### src/rtl/raptor_divn_pkg.sv
// Shared types and helpers for the raptor_divn radix-2 restoring divider.
package raptor_div_pkg;

   localparam int MAXW = 128;

   typedef enum logic [1:0] {
      DIV_IDLE = 2'd0,
      DIV_RUN  = 2'd1,
      DIV_FIX  = 2'd2,
      DIV_DONE = 2'd3
   } div_state_t;

   // Callers zero-extend into MAXW and keep the low WIDTH bits; negation stays mod 2^WIDTH.
   function automatic logic [MAXW-1:0] abs_w(input logic neg, input logic [MAXW-1:0] x);
      return neg ? -x : x;
   endfunction

endpackage

### src/rtl/raptor_divn_if.sv
// Start/result handshake bundle between the execute stage and raptor_divn.
interface raptor_divn_if #(parameter int WIDTH = 64);
   logic             ld;
   logic             sgn;
   logic             abort;
   logic [WIDTH-1:0] a;
   logic [WIDTH-1:0] b;
   logic             busy;
   logic             done;
   logic [WIDTH-1:0] qo;
   logic [WIDTH-1:0] ro;
   logic             dvByZr;

   modport master (
      output ld, sgn, abort, a, b,
      input  busy, done, qo, ro, dvByZr
   );

   modport slave (
      input  ld, sgn, abort, a, b,
      output busy, done, qo, ro, dvByZr
   );
endinterface

### src/rtl/raptor_divn_step.sv
// One restoring-division iteration: trial subtract, keep or restore, emit quotient bit.
module raptor_div_step
   import raptor_div_pkg::*;
#(
   parameter int WIDTH = 64
) (
   input  logic [WIDTH:0]   r,
   input  logic             q_msb,
   input  logic [WIDTH-1:0] bb,
   output logic [WIDTH:0]   r_next,
   output logic             q_bit
);

   logic [WIDTH+1:0] shifted;
   logic [WIDTH+1:0] trial;

   // One extra bit of headroom lets r[WIDTH] feed the subtract; it is always 0 since r < bb.
   always_comb begin
      shifted = {r, q_msb};
      trial   = shifted - {2'b00, bb};
      q_bit   = ~trial[WIDTH+1];
      r_next  = q_bit ? trial[WIDTH:0] : shifted[WIDTH:0];
   end

endmodule

### src/rtl/raptor_divn.sv
// Sequential radix-2 restoring divider with signed/unsigned modes, abort and divide-by-zero fast exit.
module raptor_divn
   import raptor_div_pkg::*;
#(
   parameter int WIDTH = 64
) (
   input logic          clk,
   input logic          rst,
   raptor_divn_if.slave bus
);

   localparam int CNTW = $clog2(WIDTH + 1);

   div_state_t       state;
   div_state_t       state_nxt;
   logic [WIDTH-1:0] q;
   logic [WIDTH-1:0] bb;
   logic [WIDTH:0]   r;
   logic [WIDTH:0]   r_step;
   logic             q_bit;
   logic [CNTW-1:0]  cnt;
   logic             qneg;
   logic             rneg;
   logic             a_neg;
   logic             b_neg;
   logic             b_zero;

   always_comb begin
      a_neg  = bus.sgn & bus.a[WIDTH-1];
      b_neg  = bus.sgn & bus.b[WIDTH-1];
      b_zero = (bus.b == '0);
   end

   raptor_div_step #(.WIDTH(WIDTH)) u_step (
      .r      (r),
      .q_msb  (q[WIDTH-1]),
      .bb     (bb),
      .r_next (r_step),
      .q_bit  (q_bit)
   );

   always_ff @(posedge clk) begin
      if (rst) state <= DIV_IDLE;
      else     state <= state_nxt;
   end

   always_comb begin
      state_nxt = state;
      case (state)
         DIV_IDLE: if (bus.ld) state_nxt = b_zero ? DIV_DONE : DIV_RUN;
         DIV_RUN: begin
            if (bus.abort)             state_nxt = DIV_IDLE;
            else if (cnt == CNTW'(1))  state_nxt = DIV_FIX;
         end
         DIV_FIX:  state_nxt = bus.abort ? DIV_IDLE : DIV_DONE;
         DIV_DONE: state_nxt = DIV_IDLE;
         default:  state_nxt = DIV_IDLE;
      endcase
   end

   always_comb begin
      bus.busy = (state == DIV_RUN) || (state == DIV_FIX);
      bus.done = (state == DIV_DONE);
   end

   always_ff @(posedge clk) begin
      if (rst) begin
         q          <= '0;
         bb         <= '0;
         r          <= '0;
         cnt        <= '0;
         qneg       <= 1'b0;
         rneg       <= 1'b0;
         bus.qo     <= '0;
         bus.ro     <= '0;
         bus.dvByZr <= 1'b0;
      end else begin
         case (state)
            DIV_IDLE: begin
               if (bus.ld) begin
                  q    <= WIDTH'(abs_w(a_neg, MAXW'(bus.a)));
                  bb   <= WIDTH'(abs_w(b_neg, MAXW'(bus.b)));
                  qneg <= a_neg ^ b_neg;
                  rneg <= a_neg;
                  r    <= '0;
                  cnt  <= CNTW'(WIDTH);
                  if (b_zero) begin
                     bus.qo     <= '1;
                     bus.ro     <= bus.a;
                     bus.dvByZr <= 1'b1;
                  end
               end
            end
            DIV_RUN: begin
               r   <= r_step;
               q   <= {q[WIDTH-2:0], q_bit};
               cnt <= cnt - CNTW'(1);
            end
            DIV_FIX: begin
               if (!bus.abort) begin
                  bus.qo     <= WIDTH'(abs_w(qneg, MAXW'(q)));
                  bus.ro     <= WIDTH'(abs_w(rneg, MAXW'(r[WIDTH-1:0])));
                  bus.dvByZr <= 1'b0;
               end
            end
            default: ;
         endcase
      end
   end

endmodule

### src/flat_wrapper.sv
// flat-port wrapper written by rule: the top's interface ports become plain ports
module raptor_divn_flat import raptor_div_pkg::*;
#(
   parameter int WIDTH = 64
)
  (clk, rst, bus_ld, bus_sgn, bus_abort, bus_a, bus_b, bus_busy, bus_done, bus_qo, bus_ro, bus_dvByZr);
  raptor_divn_if #(.WIDTH(WIDTH)) bus_i ();
  input logic clk;
  input logic rst;
  input wire logic [$bits(bus_i.ld)-1:0] bus_ld;
  input wire logic [$bits(bus_i.sgn)-1:0] bus_sgn;
  input wire logic [$bits(bus_i.abort)-1:0] bus_abort;
  input wire logic [$bits(bus_i.a)-1:0] bus_a;
  input wire logic [$bits(bus_i.b)-1:0] bus_b;
  output wire logic [$bits(bus_i.busy)-1:0] bus_busy;
  output wire logic [$bits(bus_i.done)-1:0] bus_done;
  output wire logic [$bits(bus_i.qo)-1:0] bus_qo;
  output wire logic [$bits(bus_i.ro)-1:0] bus_ro;
  output wire logic [$bits(bus_i.dvByZr)-1:0] bus_dvByZr;
  assign bus_i.ld = bus_ld;
  assign bus_i.sgn = bus_sgn;
  assign bus_i.abort = bus_abort;
  assign bus_i.a = bus_a;
  assign bus_i.b = bus_b;
  assign bus_busy = bus_i.busy;
  assign bus_done = bus_i.done;
  assign bus_qo = bus_i.qo;
  assign bus_ro = bus_i.ro;
  assign bus_dvByZr = bus_i.dvByZr;
  raptor_divn #(.WIDTH(WIDTH)) u_core (.clk(clk), .rst(rst), .bus(bus_i));
endmodule
### config.mk
export PLATFORM = sky130hd
export DESIGN_NAME = raptor_divn_flat
export DESIGN_NICKNAME = d
export VERILOG_FILES = /design/src/rtl/raptor_divn_pkg.sv /design/src/rtl/raptor_divn_if.sv /design/src/rtl/raptor_divn_step.sv /design/src/rtl/raptor_divn.sv /design/src/flat_wrapper.sv
export SDC_FILE = /design/constraint.sdc
export NUM_CORES = 1
export LEC_CHECK = 0
export CORE_MARGIN = 4
export CORE_UTILIZATION = 52
export DETAILED_ROUTE_END_ITERATION = 10
export HOLD_SLACK_MARGIN = 0.05
export PLACE_DENSITY_LB_ADDON = 0.25
export SETUP_SLACK_MARGIN = 0.1
export SLEW_MARGIN = 20
export SYNTH_ARGS = -nofsm -noshare
export SYNTH_HDL_FRONTEND = slang
export SYNTH_SLANG_ARGS = --single-unit
### constraint.sdc
create_clock -name clk -period 3.85 [get_ports clk]
set_input_delay 0.77 -clock clk [delete_from_list [all_inputs] [get_ports clk]]
set_output_delay 0.77 -clock clk [all_outputs]
set_load 0.05 [all_outputs]
==> results.sh <==
export IMPL_postSynthCellCount=2855
export IMPL_area_growth_pct=26.38
export IMPL_overflow=0
export IMPL_wl_um=69560
export IMPL_fin_tns_setup_ns=0
export IMPL_hold_violations=0
export IMPL_insertion_delay_ns=0.56
export IMPL_critPathKind="in -> reg"
export IMPL_dpl_worst_slack_ns=-0.5809
export IMPL_cts_clk_slew_worst_paths_ns=0.06
export IMPL_setup_violations=0
export IMPL_fillers=3509
export IMPL_die_h_um=213.6
export IMPL_io_buffers=263
export IMPL_dieArea_um2=45610
export IMPL_worst_ep_required_time_ns=4.24
export IMPL_cpMaxStageDelayCell="or4_4"
export IMPL_rsz0062_at_grt="yes"
export IMPL_crit_path_max_fanout=10
export IMPL_fin_ws_ns=0.1524
export IMPL_endpoint_kind="flop"
export IMPL_period_needed_ns=3.698
export IMPL_hold_buffers=0
export IMPL_hpwl_um=52360
export IMPL_combPwrFrac_pct=40.2
export IMPL_synth_fp_nets=3063
export IMPL_fin_crit_sh_pct=96.04
export IMPL_p_per_area_nw_per_um2=482.5
export IMPL_maxSlewViolCount=0
export IMPL_hp_class="reg -> reg"
export IMPL_cts_tree="done"
export IMPL_grt_max_degree=217
export IMPL_p_leak_nw=10.59
export IMPL_synth_edff_count=0
export IMPL_max_slew_worst_pin_slew_ns=1.095
export IMPL_crit_family="simple AND/OR/NAND/NOR gates"
export IMPL_crit_chain="clkdlybuf4s50_1 > or4_4 > or4_4 > nor4_4 > buf_4 > and4bb_4 > nand2_2 > nor2_4 > nor2_2 > a21oi_4 > buf_12 > buf_12 > buf_4 > clkbuf_16 > a311oi_1"
export IMPL_firstDrtPassIters=7
export IMPL_syn_area_per_cell_um2=7.697
export IMPL_max_stage_delay_ns=0.56
export IMPL_maxCapViolations=0
export IMPL_worstPathArrival_ns=4.09
export IMPL_cts_root_buf="clkbuf_16"
export IMPL_chipWidth_um=213.6
export IMPL_synth_area_leaders="dfxtp_1 (30%), xor2_1 (8.1%), nor2_1 (7.3%)"
export IMPL_clkSinkCount=333
export IMPL_max_freq_mhz=270.4
export IMPL_async_reset_ff_share_pct=0
export IMPL_finClkSkew_ns=0.01578
export IMPL_h_tree_depth=2
export IMPL_yosys_warnings=0
export IMPL_drt_iter0_markers=1999
export IMPL_max_slew_margin_pct=27.00
export IMPL_antenna_found_initial=0
export IMPL_nets=3365
export IMPL_p_switching_mw=5.361
export IMPL_grtUsageTotal_pct=28.61
export IMPL_internal_power_mw=8.040
export IMPL_critPathLaunchType="input port"
export IMPL_status="completed"
export IMPL_grt_pass1_vias=20380
export IMPL_totalPowerFinal_mw=13.40
export IMPL_yosysTopAreaCellShare_pct=30.34
export IMPL_ir_worst_vdd_mv=0.3577
export IMPL_synth_flop_cell="dfxtp_1"
export IMPL_drc_errors=0
export IMPL_pin_count=264
export IMPL_path_buf_inv=6
export IMPL_cts_buffers=38
export IMPL_p_sw_share_pct=40.00
export IMPL_synth_top_area_cell="dfxtp_1"
export IMPL_ys_seq_area_share_pct=30.34
export IMPL_ys_types=71
export IMPL_rows=75
export IMPL_start_util_pct=52.51
export IMPL_vias=22180
export IMPL_gp_congestion=0.9352
export IMPL_place_area_um2=26110
export IMPL_final_area_um2=27770
export IMPL_drt_antenna_violating_nets=0
export IMPL_grt_pass1_wl_um=107800
export IMPL_drive_above_1_share_pct=10.80
export IMPL_clockBufferDepth=3
export IMPL_syn_area_um2=21970
export IMPL_power_frac_clock_pct=27.2
export IMPL_avgRoutedWirePerCell_um=18.66
export IMPL_routed_via_density=5.951
export IMPL_seqPwrFrac_pct=32.6
export IMPL_core_um2=41850
export IMPL_ys_ff_latch=333
sequential cells by signal, summed over array words and instances, names as in the netlist:
register	count
u_core.r	65
u_core.bb	64
u_core.bus.qo	64
u_core.bus.ro	64
u_core.q	64
u_core.cnt	7
u_core.state	2
u_core.bus.dvByZr	1
u_core.qneg	1
u_core.rneg	1
cells in the final DEF, fill, tap and decap left out, types with 39 or more instances in the layout:
cell and n:
nor2_1 420, dfxtp_1 331, clkdlybuf4s50_1 261, a21oi_1 203, xor2_1 201, o21ai_0 191
nand2_1 190, buf_4 186, a211oi_1 111, inv_1 109, xnor2_1 99, a311oi_1 78
ha_1 73, o31ai_1 62, a222oi_1 61, nor3_1 46, or3_1 43, clkbuf_16 43
mux2i_1 39
logic make-up after synthesis:
group           count (synthesis)  share of synthesized area, %
simple gates                  916                         19.28
fa+ha+maj                      75                         4.305
buf+inv                       315                         5.455
compound gates                875                         26.80
mux                            40                         1.828
flops                         333                         30.34
xor+xnor                      301                         12.00
stage by stage:
| step | util (%) | std cells | hold slack (ns) |
|---|---|---|---|
| floorplan | - | 2855 | 0.4319 |
| global placement | 62.38 | 3639 | 0.4473 |
| detailed placement | 62.38 | 3639 | 0.4540 |
| CTS | 65.42 | 3708 | 0.4607 |
| global route | 66.34 | 3725 | 0.4745 |
| finish | 66.36 | 3727 | 0.4630 |
final cells by class:
| cell class | instances | area [um2] | area share, % |
|---|---|---|---|
| Multi-Input combinational cell | 2207 | 14340 | 51.63 |
| Clock buffer | 51 | 1111 | 4.001 |
| Sequential cell | 333 | 6669 | 24.01 |
| Inverter | 109 | 409.1 | 1.473 |
| Antenna cell | 2 | 5.005 | 0.01802 |
| Tap cell | 539 | 674.4 | 2.428 |
| Timing Repair Buffer | 468 | 4415 | 15.90 |
| Clock inverter | 18 | 150.1 | 0.5406 |
tightest hold or removal path, delay by kind of cell (launching register included):
kind / cells / cell delay (ns)
and+or+nand+nor: 1 / 0.05
AOI/OAI and AO/OA: 1 / 0.05
DFF: 1 / 0.31
path summary, 6_finish.rpt:
check                                           startpoint                       endpoint  slack, ns  depth (start not counted)
worst max-delay path                             bus_b[24]  u_core.bus.qo[1]$_SDFFE_PP0P_       0.15                         15
worst min-delay path            u_core.bb[63]$_SDFFE_PP0P_     u_core.bb[63]$_SDFFE_PP0P_       0.46                          2
worst min register to register  u_core.bb[63]$_SDFFE_PP0P_     u_core.bb[63]$_SDFFE_PP0P_       0.46                          2
worst max register to register   u_core.q[63]$_SDFFE_PP0P_      u_core.r[64]$_SDFFE_PP0P_       0.35                         14
timing repair:
action / in CTS / in global routing
pin swaps: 0 / 18
gates resized for setup: 2 / 37
endpoints found under the hold margin: 0 / 0
gates cloned: 0 / 5
endpoints found under the setup margin: 63 / 137
buffers inserted: 0 / 12
Yosys cell counts, drive strengths merged, types with 39 or more instances:
cell type / number
or3: 46
ha: 74
xnor2: 99
inv: 109
mux2i: 39
nor3: 47
a311oi: 78
a21oi: 205
nand2: 191
xor2: 202
o31ai: 64
a211oi: 118
clkbuf: 185
a222oi: 61
o21ai: 197
dfxtp: 333
nor2: 425
per-layer routing:
layer	track usage [%]	share of wire [%]	wire length, um	vias up
li1	-	-	-	11030
met4	7.923	2.4	1704	0
met3	2.838	6.9	4771	97
met2	46.03	45	31340	746
met5	0	0	0	-
met1	41.23	46	31740	10310
power by group through the flow:
stage          registers, mW  logic, mW  clock network, mW
6_report                4.37       5.38               3.65
5_1_grt                 4.43       5.91               3.84
4_1_cts                 4.36       5.26               3.70
3_5_place_dp            4.43       5.23                  0
3_3_place_gp            4.40       5.14                  0
2_1_floorplan           4.61       3.45                  0
Note: power is estimated with default switching activity, not from simulation.
